<file path="src/rtl/pdm_decimator.sv">
// pdm_decimator: PDM receive path. Generates the bit clock for an external
// PDM source, synchronizes and samples its 1-bit stream, and decimates it
// with a 3rd-order CIC (differential delay 1) to signed 16-bit PCM.
//
// Ports:
//   clk      in   system clock
//   rst      in   synchronous active-high reset (priority over en)
//   en       in   block enable; low clears all state like rst
//   pdm_clk  out  bit clock to the PDM source (registered)
//   pdm_data in   asynchronous PDM bitstream
//   smp      out  signed PCM sample, held between strobes
//   smp_vld  out  one-cycle strobe marking a new smp
module pdm_decimator #(
    parameter int unsigned CLK_DIV  = 16,
    parameter int unsigned DEC_LOG2 = 6,
    parameter int unsigned SETTLE   = 3
) (
    input  logic               clk,
    input  logic               rst,
    input  logic               en,
    output logic               pdm_clk,
    input  logic               pdm_data,
    output logic signed [15:0] smp,
    output logic               smp_vld
);

    localparam int unsigned W     = 3 * DEC_LOG2 + 2;
    localparam int unsigned DIV_W = $clog2(CLK_DIV);
    localparam int unsigned SET_W = $clog2(SETTLE + 2);
    localparam int unsigned SHIFT = 3 * DEC_LOG2 - 15;

    localparam logic signed [W-1:0] SAT_MAX = W'(32767);
    localparam logic signed [W-1:0] SAT_MIN = W'(-32768);

    logic [DIV_W-1:0]    div_cnt;
    logic [DEC_LOG2-1:0] smp_cnt;
    logic [SET_W-1:0]    set_cnt;
    logic [1:0]          sync_q;

    logic signed [W-1:0] i1, i2, i3;
    logic signed [W-1:0] lat_q;
    logic                lat_vld_q;
    logic signed [W-1:0] c1_dly, c2_dly, c3_dly;

    logic                clear_c;
    logic                bit_stb_c;
    logic                dec_stb_c;
    logic [DIV_W-1:0]    div_nxt_c;
    logic signed [W-1:0] x_c;
    logic signed [W-1:0] i1_nxt_c, i2_nxt_c, i3_nxt_c;
    logic signed [W-1:0] c1_nxt_c, c2_nxt_c, c3_nxt_c;
    logic signed [W-1:0] y_c;
    logic signed [15:0]  sat_c;

    // Next-state datapath: divider, integrators, comb chain and output scaling.
    always_comb begin
        clear_c   = rst || !en;
        bit_stb_c = (div_cnt == DIV_W'(CLK_DIV - 1));
        div_nxt_c = bit_stb_c ? '0 : div_cnt + DIV_W'(1);
        dec_stb_c = bit_stb_c && (smp_cnt == '1);

        // Bit 1 -> +1, bit 0 -> -1 (all ones in two's complement).
        x_c = sync_q[1] ? W'(1) : {W{1'b1}};

        // Wrapping sums; the comb differences recover the true value.
        i1_nxt_c = i1 + x_c;
        i2_nxt_c = i2 + i1_nxt_c;
        i3_nxt_c = i3 + i2_nxt_c;

        c1_nxt_c = lat_q - c1_dly;
        c2_nxt_c = c1_nxt_c - c2_dly;
        c3_nxt_c = c2_nxt_c - c3_dly;

        y_c = c3_nxt_c >>> SHIFT;
        if (y_c > SAT_MAX) begin
            sat_c = 16'sh7fff;
        end else if (y_c < SAT_MIN) begin
            sat_c = 16'sh8000;
        end else begin
            sat_c = y_c[15:0];
        end
    end

    // Two-flop synchronizer for the asynchronous bitstream.
    always_ff @(posedge clk) begin
        if (rst) begin
            sync_q <= '0;
        end else begin
            sync_q <= {sync_q[0], pdm_data};
        end
    end

    // Main state: everything clears on reset or while disabled.
    always_ff @(posedge clk) begin
        if (clear_c) begin
            div_cnt   <= '0;
            smp_cnt   <= '0;
            set_cnt   <= '0;
            pdm_clk   <= 1'b0;
            i1        <= '0;
            i2        <= '0;
            i3        <= '0;
            lat_q     <= '0;
            lat_vld_q <= 1'b0;
            c1_dly    <= '0;
            c2_dly    <= '0;
            c3_dly    <= '0;
            smp       <= '0;
            smp_vld   <= 1'b0;
        end else begin
            div_cnt   <= div_nxt_c;
            // Registered from the next count so the high phase lines up with div_cnt.
            pdm_clk   <= (div_nxt_c >= DIV_W'(CLK_DIV / 2));
            lat_vld_q <= dec_stb_c;
            smp_vld   <= 1'b0;

            if (bit_stb_c) begin
                i1      <= i1_nxt_c;
                i2      <= i2_nxt_c;
                i3      <= i3_nxt_c;
                smp_cnt <= smp_cnt + DEC_LOG2'(1);
            end

            if (dec_stb_c) begin
                lat_q <= i3_nxt_c;
            end

            if (lat_vld_q) begin
                c1_dly <= lat_q;
                c2_dly <= c1_nxt_c;
                c3_dly <= c2_nxt_c;
                if (set_cnt == SET_W'(SETTLE)) begin
                    smp     <= sat_c;
                    smp_vld <= 1'b1;
                end else begin
                    set_cnt <= set_cnt + SET_W'(1);
                end
            end
        end
    end

endmodule
</file>
<file path="config.mk">
export PLATFORM = sky130hd
export DESIGN_NAME = pdm_decimator
export DESIGN_NICKNAME = d
export VERILOG_FILES = /design/src/rtl/pdm_decimator.sv
export SDC_FILE = /design/constraint.sdc
export NUM_CORES = 1
export LEC_CHECK = 0
export ABC_AREA = 1
export BUFFER_PORTS_ARGS = -buffer_cell sky130_fd_sc_hd__buf_2
export CAP_MARGIN = 20
export CORE_ASPECT_RATIO = 0.75
export CORE_MARGIN = 2
export CORE_UTILIZATION = 30
export DETAILED_ROUTE_END_ITERATION = 7
export PLACE_DENSITY = 0.48
export SYNTH_ARGS = -nofsm -noshare
export SYNTH_HDL_FRONTEND = slang
export SYNTH_SLANG_ARGS = --single-unit
export TNS_END_PERCENT = 50
</file>
<file path="constraint.sdc">
create_clock -name clk -period 6.53 [get_ports clk]
set_input_delay 0.653 -clock clk [delete_from_list [all_inputs] [get_ports clk]]
set_output_delay 0.653 -clock clk [all_outputs]
set_load 0.01 [all_outputs]
</file>
Word-level counts from Yosys, hierarchy flattened
Index checks and enable logic that the tools add are counted.
{"block": "word_totals", "regBits": 174, "latch_bits": 0, "ram_bits": 0, "romBits": 0, "in_bits": 4, "out_inout_bits": 18, "word_cells": 43, "memories": 0}
{"block": "classes", "addsub": 9, "mul": 0, "div_mod_pow": 0, "order_cmp": 3, "eq_ne": 3, "shifts": 0, "n_mux": 5, "bitwise_logic": 2, "reduce_logical": 6}
{"op": "$add A20 B20 Y20", "count": 3}
{"op": "$sub A20 B20 Y20", "count": 3}
{"op": "$mux W16", "count": 2}
{"op": "$mux W20", "count": 1}
{"op": "$gt A17 B16 Y1 const B", "count": 1}
{"op": "$lt A17 B16 Y1 const B", "count": 1}
{"op": "$add A6 B1 Y6 const B", "count": 1}
{"op": "$eq A6 B6 Y1 const B", "count": 1}
{"op": "$add A4 B1 Y4 const B", "count": 1}
{"op": "$eq A4 B4 Y1 const B", "count": 1}
{"op": "$ge A4 B4 Y1 const B", "count": 1}
{"op": "$mux W4", "count": 1}
{"op": "$reduce_and A2 Y1", "count": 2}
{"op": "$add A3 B1 Y3 const B", "count": 1}
{"op": "$eq A3 B2 Y1 const B", "count": 1}
{"op": "$not A1 Y1", "count": 2}
{"op": "$reduce_or A2 Y1", "count": 1}
{"op": "$logic_and A1 B1 Y1", "count": 1}
{"op": "$logic_not A1 Y1", "count": 1}
{"op": "$logic_or A1 B1 Y1", "count": 1}
{"op": "$mux W1", "count": 1}

Logic depth before layout (Yosys ltp)
Gate-level depths: netlist of run 1.
{"block": "depth", "depth_word": 6, "ltp_mapped": 39, "mapped_depth_nobuf": 39}

Least setup slack after synthesis of run 1
OpenSTA, ideal clock, no wires.
{"block": "synth_path", "kind": "flip-flop to flip-flop", "from": "register sync_q[1]", "to": "register lat_q[19]", "setup_ns": 0.114, "t_arrival_ns": 4.948, "t_required_ns": 6.416, "path_slack_ns": 1.468, "stages_incl_launch_ff": 33, "n_path_buf": 0, "synth_period_minus_slack_ns": 5.062, "cell_sequence": "dfxtp_1 inv_1 ha_1 nand3_1 nand3_1 a21boi_2 o21ai_1 a21oi_1 o21ai_1 a21boi_0 o21ai_1 nand2_1 nand3_1 and2_1 ha_1 inv_1 nor3_1 nor3b_1 nand4_1 nand3_1 xor2_1 ha_1 inv_1 nor3_1 and2_1 nand3_1 nand3_1 xor2_1 inv_1 nand2_1 nand2_1 o21bai_1 inv_1"}
{"block": "synth_via", "elab_chain_len": 4}
{"element": "start, declared", "line_no": "38", "rtl": "logic [1:0] sync_q;"}
{"element": "start signal, assigned", "line_no": "89", "rtl": "sync_q <= {sync_q[0], pdm_data};"}
{"element": "$mux W20", "line_no": "63", "rtl": "x_c = sync_q[1] ? W'(1) : {W{1'b1}};"}
{"element": "$add A20 B20 Y20", "line_no": "66", "rtl": "i1_nxt_c = i1 + x_c;"}
{"element": "net i1_nxt_c[17]", "line_no": "50", "rtl": "logic signed [W-1:0] i1_nxt_c, i2_nxt_c, i3_nxt_c;"}
{"element": "$add A20 B20 Y20", "line_no": "67", "rtl": "i2_nxt_c = i2 + i1_nxt_c;"}
{"element": "net i2_nxt_c[18]", "line_no": "50"}
{"element": "$add A20 B20 Y20", "line_no": "68", "rtl": "i3_nxt_c = i3 + i2_nxt_c;"}
{"element": "end signal, assigned", "line_no": "125", "rtl": "lat_q <= i3_nxt_c;"}
{"element": "end, declared", "line_no": "41", "rtl": "logic signed [W-1:0] lat_q;"}
The timed path passes the listed nets, and every way through them passes these cells.
A chain may end at the register's enable or synchronous reset.

Final worst setup path of run 1
Same ends and word-level chain as after synthesis.

==> results of run 1 <==
==> flip-flops by register name, indices dropped and copies added, names as in the netlist <==
register	count
i2	20
div_cnt	3
set_cnt	3
i1	20
c2_dly	20
smp	16
lat_q	20
i3	20
lat_vld_q	1
c3_dly	20
c1_dly	20
sync_q	2
smp_vld	1
smp_cnt	6
pdm_clk	1
==> final cells by class <==
| type | instances | share of cell area (%) |
|---|---|---|
| multi-input cells | 1125 | 54.90 |
| clock buffers | 20 | 3.506 |
| well taps | 512 | 5.028 |
| inverters | 249 | 7.336 |
| flip-flops and latches | 173 | 27.19 |
| clock inverters | 10 | 0.7464 |
| repair buffers | 29 | 1.296 |
==> timing repair <==
item                                   CTS  global route
resized for setup                        1             9
hold buffers                             0             0
setup endpoints to repair                1             5
endpoints found under the hold margin    0             0
==> cells by family after synthesis <==
logic type	after synthesis	synth area share [%]
flip-flops	173	30.04
XOR/XNOR	93	7.065
AO/OA/AOI/OAI	442	22.08
buffers and inverters	291	9.768
adder cells (fa/ha/maj)	121	13.46
AND/OR/NAND/NOR	469	17.59
==> critical path: cells and delay by family, from the launching register on <==
| family | cells | cell delay [ps] |
|---|---|---|
| buf+inv | 5 | 470 |
| fa+ha+maj | 3 | 1020 |
| flops | 1 | 450 |
| xor+xnor | 2 | 300 |
| compound gates | 7 | 1140 |
| simple gates | 15 | 2520 |
==> per-layer routing <==
layer | vias to the layer above | part of all wire, % | GRT usage (%)
li1 | 5314 | - | -
met1 | 4524 | 57 | 23.05
met4 | 0 | 0.79 | 3.145
met3 | 13 | 3.8 | 2.714
met5 | - | 0 | 0
met2 | 138 | 38 | 20.49
==> layout by cell type, fill, tap and decap left out, types with 12 or more instances in the layout <==
master / instances
xor2_1: 61
a21oi_1: 179
a21oi_2: 14
xnor2_1: 32
nand2_1: 281
a22o_1: 34
buf_2: 21
dfxtp_1: 173
nand4_1: 12
nand3_1: 61
inv_1: 244
ha_1: 116
clkbuf_16: 17
o211ai_1: 19
o21ai_0: 138
nor2_1: 65
==> per-stage QoR <==
stage	total power, mW	setup WS (ps)	std cells
after global placement	1.237	59.86	2088
final	2.197	506.1	2118
after detailed placement	1.238	72.71	2088
after global routing	2.301	5.950	2118
after CTS	2.235	162.8	2118
after floorplan	1.197	1468	1589
==> where the power goes <==
group | switching, mW | internal, mW | total, mW
clock network | 0.449 | 0.530 | 0.978
logic | 0.110 | 0.0509 | 0.161
registers | 0.00138 | 1.06 | 1.06
==> worst paths after layout <==
path | start | endpoint | slack [ps] | depth (start not counted)
worst max-delay path | sync_q[1] | lat_q[19] | 510 | 32
worst min-delay path | pdm_data | sync_q[0] | 400 | 3
worst max register to register | sync_q[1] | lat_q[19] | 510 | 32
worst min register to register | sync_q[0] | sync_q[1] | 420 | 2
==> cells in the mapped netlist (all sizes together), types with 12 or more instances <==
cell,n,area (um2)
nand3,66,355.3
nand2,286,1086
nand4,13,87.58
clkbuf,35,131.4
o211ai,19,142.6
a22o,34,297.8
inv,248,930.9
nor3,12,60.06
nor2,72,290.3
xor2,61,534.3
xnor2,32,280.3
ha,116,1451
o21ai,148,744.5
dfxtp,173,3463
a21oi,193,1011
==> results.sh, run 1 <==
export IMPL_clockBufferDepth=2
export IMPL_hold_path_class="in -> reg"
export IMPL_drv_cap=0
export IMPL_regArea_um2=3463
export IMPL_outcome="finished, final reports clean"
export IMPL_antenna_found_initial=0
export IMPL_relSlewSlack_pct=29.30
export IMPL_vdd_drop_max_mv=0.1934
export IMPL_placed_area_um2=12160
export IMPL_setup_viol=0
export IMPL_ant_nets=0
export IMPL_ys_warn_count=0
export IMPL_synthCells=1589
export IMPL_cp_end_kind="flip-flop"
export IMPL_grt_use_total_pct=14.73
export IMPL_clock_root_buffer="clkbuf_16"
export IMPL_seq_area_frac_synth_pct=30.04
export IMPL_period_needed_ps=6024
export IMPL_rsz0062_at_grt="false"
export IMPL_drc_errors=0
export IMPL_clk_latency_ps=450
export IMPL_port_buffers=21
export IMPL_synthesis_area_um2=11530
export IMPL_grt_pass1_wl_mm=48.16
export IMPL_min_period_over_period_pct=92.25
export IMPL_grt_max_degree=95
export IMPL_die_area_um2=40030
export IMPL_critPathKind="reg -> reg"
export IMPL_die_y_um=173.8
export IMPL_htree_levels=4
export IMPL_clock_sinks=173
export IMPL_cts_made_buffers=17
export IMPL_post_cts_setup_buffers=0
export IMPL_synth_cell_types=52
export IMPL_synth_nets=1714
export IMPL_rows=62
export IMPL_cts_clk_slew_worst_paths_ps=70
export IMPL_diodes=0
export IMPL_num_io_pins=22
export IMPL_leakage_nw=6.212
export IMPL_core_area_um2=38090
export IMPL_final_layout_size_suffix_gt1_share_pct=6.787
export IMPL_power_density_nw_per_um2=172.5
export IMPL_syn_area_per_cell_um2=7.255
export IMPL_vias_per_cell=4.716
export IMPL_final_hold_violation_count=0
export IMPL_cpPeakStageDelay_ps=450
export IMPL_start_kind="flip-flop"
export IMPL_start_util_pct=30.27
export IMPL_grt_overflow_total=0
export IMPL_finClkSkew_ps=9.232
export IMPL_place_congestion=0.8286
export IMPL_fillCellCount=4041
export IMPL_drt_initial_drc_count=586
export IMPL_multiInputGateArea_um2=6994
export IMPL_ys_flop_type="dfxtp_1"
export IMPL_hpwl_mm=21.36
export IMPL_synth_edf_count=0
export IMPL_fin_util_pct=33.45
export IMPL_fin_area_um2=12740
export IMPL_areaGrowthSynthToFinish_pct=10.51
export IMPL_worstPathMaxFanout=6
export IMPL_cp_data_arrival_time_ps=6370
export IMPL_slew_viol_final=0
export IMPL_cp_common_cell="nand3_1"
export IMPL_first_pass_iters=5
export IMPL_wl_mm=28.64
export IMPL_required_ps=6880
export IMPL_worst_pin_slew_ps=1059
export IMPL_wire_per_inst_um=13.52
export IMPL_max_clock_freq_mhz=166.0
export IMPL_crit_slowest_cell="dfxtp_1"
export IMPL_num_vias=9989
export IMPL_synthArstFlopShare_pct=0
export IMPL_die_w_um=230.4
export IMPL_cts_tree="yes"
export IMPL_grt_pass1_vias=9326
export IMPL_synth_seq_cells=173
export IMPL_holdWs_ps=404.5
export IMPL_layout_nets=1720
export IMPL_setup_tns_ps=0
No activity file was read; power rests on OpenSTA's default activity.
==> run 2: changes to the inputs <==
--- a/config.mk
+++ b/config.mk
@@ -13,6 +13,7 @@
 export CORE_UTILIZATION = 30
 export DETAILED_ROUTE_END_ITERATION = 7
 export PLACE_DENSITY = 0.48
+export RECOVER_POWER = 25
 export SYNTH_ARGS = -nofsm -noshare
 export SYNTH_HDL_FRONTEND = slang
 export SYNTH_SLANG_ARGS = --single-unit
==> results.sh, run 2 (same netlist as run 1, synthesis figures left out) <==
export IMPL_drv_cap=1
export IMPL_cpPeakStageDelay_ps=450
export IMPL_cts_made_buffers=17
export IMPL_p_clk_share_pct=44.5
export IMPL_cp_common_cell="nand3_1"
export IMPL_grt_overflow_total=0
export IMPL_cts_clk_slew_worst_paths_ps=70
export IMPL_diodes=0
export IMPL_die_w_um=230.4
export IMPL_final_layout_size_suffix_gt1_share_pct=5.355
export IMPL_wire_per_inst_um=13.54
export IMPL_relSlewSlack_pct=-143.6
export IMPL_layout_commonest_cell="nand2_1"
export IMPL_place_congestion=0.8286
export IMPL_start_kind="flip-flop"
export IMPL_num_vias=9994
export IMPL_grt_pass1_wl_mm=48.16
export IMPL_combPwrFrac_pct=7.3
export IMPL_grt_pass1_vias=9326
export IMPL_first_pass_iters=5
export IMPL_wl_mm=28.67
export IMPL_p_sw_mw=0.5596
export IMPL_antenna_found_initial=0
export IMPL_drc_errors=0
export IMPL_hpwl_mm=21.36
export IMPL_ctsHoldBuffers=0
export IMPL_final_cell_mix="nand2_1 (281), inv_1 (245), a21oi_1 (180)"
export IMPL_vias_per_cell=4.719
export IMPL_clk_latency_ps=450
export IMPL_post_cts_setup_buffers=0
export IMPL_cp_data_arrival_time_ps=6380
export IMPL_final_hold_violation_count=0
export IMPL_required_ps=6880
export IMPL_die_y_um=173.8
export IMPL_ant_nets=0
export IMPL_hold_path_class="in -> reg"
export IMPL_areaGrowthSynthToFinish_pct=10.21
export IMPL_clock_sinks=173
export IMPL_worst_pin_slew_ps=3654
export IMPL_power_density_nw_per_um2=172.9
export IMPL_setup_tns_ps=0
export IMPL_violations="capacitance limit, slew limit"
export IMPL_leakage_nw=6.125
export IMPL_grt_use_total_pct=14.73
export IMPL_cts_tree="yes"
export IMPL_clock_root_buffer="clkbuf_16"
export IMPL_crit_slowest_cell="dfxtp_1"
export IMPL_setup_viol=0
export IMPL_outcome="finished with violations"
export IMPL_port_buffers=21
export IMPL_p_sw_share_pct=25.48
export IMPL_core_area_um2=38090
export IMPL_max_clock_freq_mhz=165.8
export IMPL_grt_max_degree=95
export IMPL_slew_viol_final=95
export IMPL_period_needed_ps=6030
export IMPL_rsz0062_at_grt="false"
export IMPL_worstPathMaxFanout=6
export IMPL_place_inst=2088
export IMPL_rows=62
export IMPL_start_util_pct=30.27
export IMPL_vdd_drop_max_mv=0.1924
export IMPL_fin_ws_ps=499.8
export IMPL_finClkSkew_ps=9.240
export IMPL_holdWs_ps=405.9
export IMPL_htree_levels=4
export IMPL_min_period_over_period_pct=92.35
export IMPL_pwr_share_seq_pct=48.2
export IMPL_clockBufferDepth=2
export IMPL_post_place_ws_ps=72.71
export IMPL_drt_initial_drc_count=589
export IMPL_layout_nets=1720
export IMPL_num_io_pins=22
export IMPL_internal_power_mw=1.637
export IMPL_critPathKind="reg -> reg"
export IMPL_cp_end_kind="flip-flop"
export IMPL_die_area_um2=40030
export IMPL_fin_cells=2118
## run 2: cell types whose count changed in the layout (fill, tap and decap cells not counted), sizes merged
cell | previous run | this run
buf | 29 | 9
clkbuf | 20 | 40
## run 2: repair_timing
action / 4_1_cts / 5_1_grt
setup endpoints to repair: 1 / 5
cloned: 0 / 0
resized for setup: 1 / 9
hold endpoints to repair: 0 / 0
## run 2: stage by stage
| step | total power [mW] | area (um2) | utilization (%) |
|---|---|---|---|
| floorplan | 1.197 | 11530 | - |
| finish | 2.196 | 12710 | 33.36 |
| detailed placement | 1.238 | 12160 | 31.91 |
| global placement | 1.237 | 12160 | 31.91 |
| global route | 2.301 | 12710 | 33.36 |
| CTS | 2.235 | 12700 | 33.35 |
## run 2: final timing paths
kind                                start   endpoint  slack, ps  cells after the start
worst max-delay path            sync_q[1]  lat_q[19]        500                     32
worst min-delay path             pdm_data  sync_q[0]        410                      3
worst max register to register  sync_q[1]  lat_q[19]        500                     32
worst min register to register  sync_q[0]  sync_q[1]        420                      2
## run 2: worst max-delay path, delay by kind of cell, from the launching register on
kind | cells | cell delay, ps
AOI/OAI and AO/OA | 7 | 1140
xor gates and xnor gates | 2 | 300
and+or+nand+nor | 15 | 2530
DFF | 1 | 450
buffers and inverters | 5 | 470
adders and majority gates | 3 | 1020
## run 2: routing by layer
layer  part of all wire, %  vias to the layer above  global-route usage (%)
li1                      -                     5309                       -
met1                    57                     4527                   23.05
met2                    38                      145                   20.49
met3                   3.9                       13                   2.714
met4                  0.78                        0                   3.145
met5                     0                        -                       0
## run 2: final cells by class
class / instances / area [um2]
Fill cell: 4055 / 25380
Multi-Input combinational cell: 1125 / 6988
Sequential cell: 173 / 3463
Inverter: 249 / 934.6
Tap cell: 512 / 640.6
Clock buffer: 20 / 446.7
Timing Repair Buffer: 29 / 137.6
Clock inverter: 10 / 95.09
## run 2: power groups by stage
| stage | combinational [mW] | clock [mW] | sequential [mW] |
|---|---|---|---|
| 6_report | 0.161 | 0.977 | 1.06 |
| 5_1_grt | 0.183 | 1.06 | 1.06 |
| 4_1_cts | 0.157 | 1.02 | 1.06 |
| 3_5_place_dp | 0.156 | 0 | 1.08 |
| 3_3_place_gp | 0.155 | 0 | 1.08 |
| 2_1_floorplan | 0.116 | 0 | 1.08 |
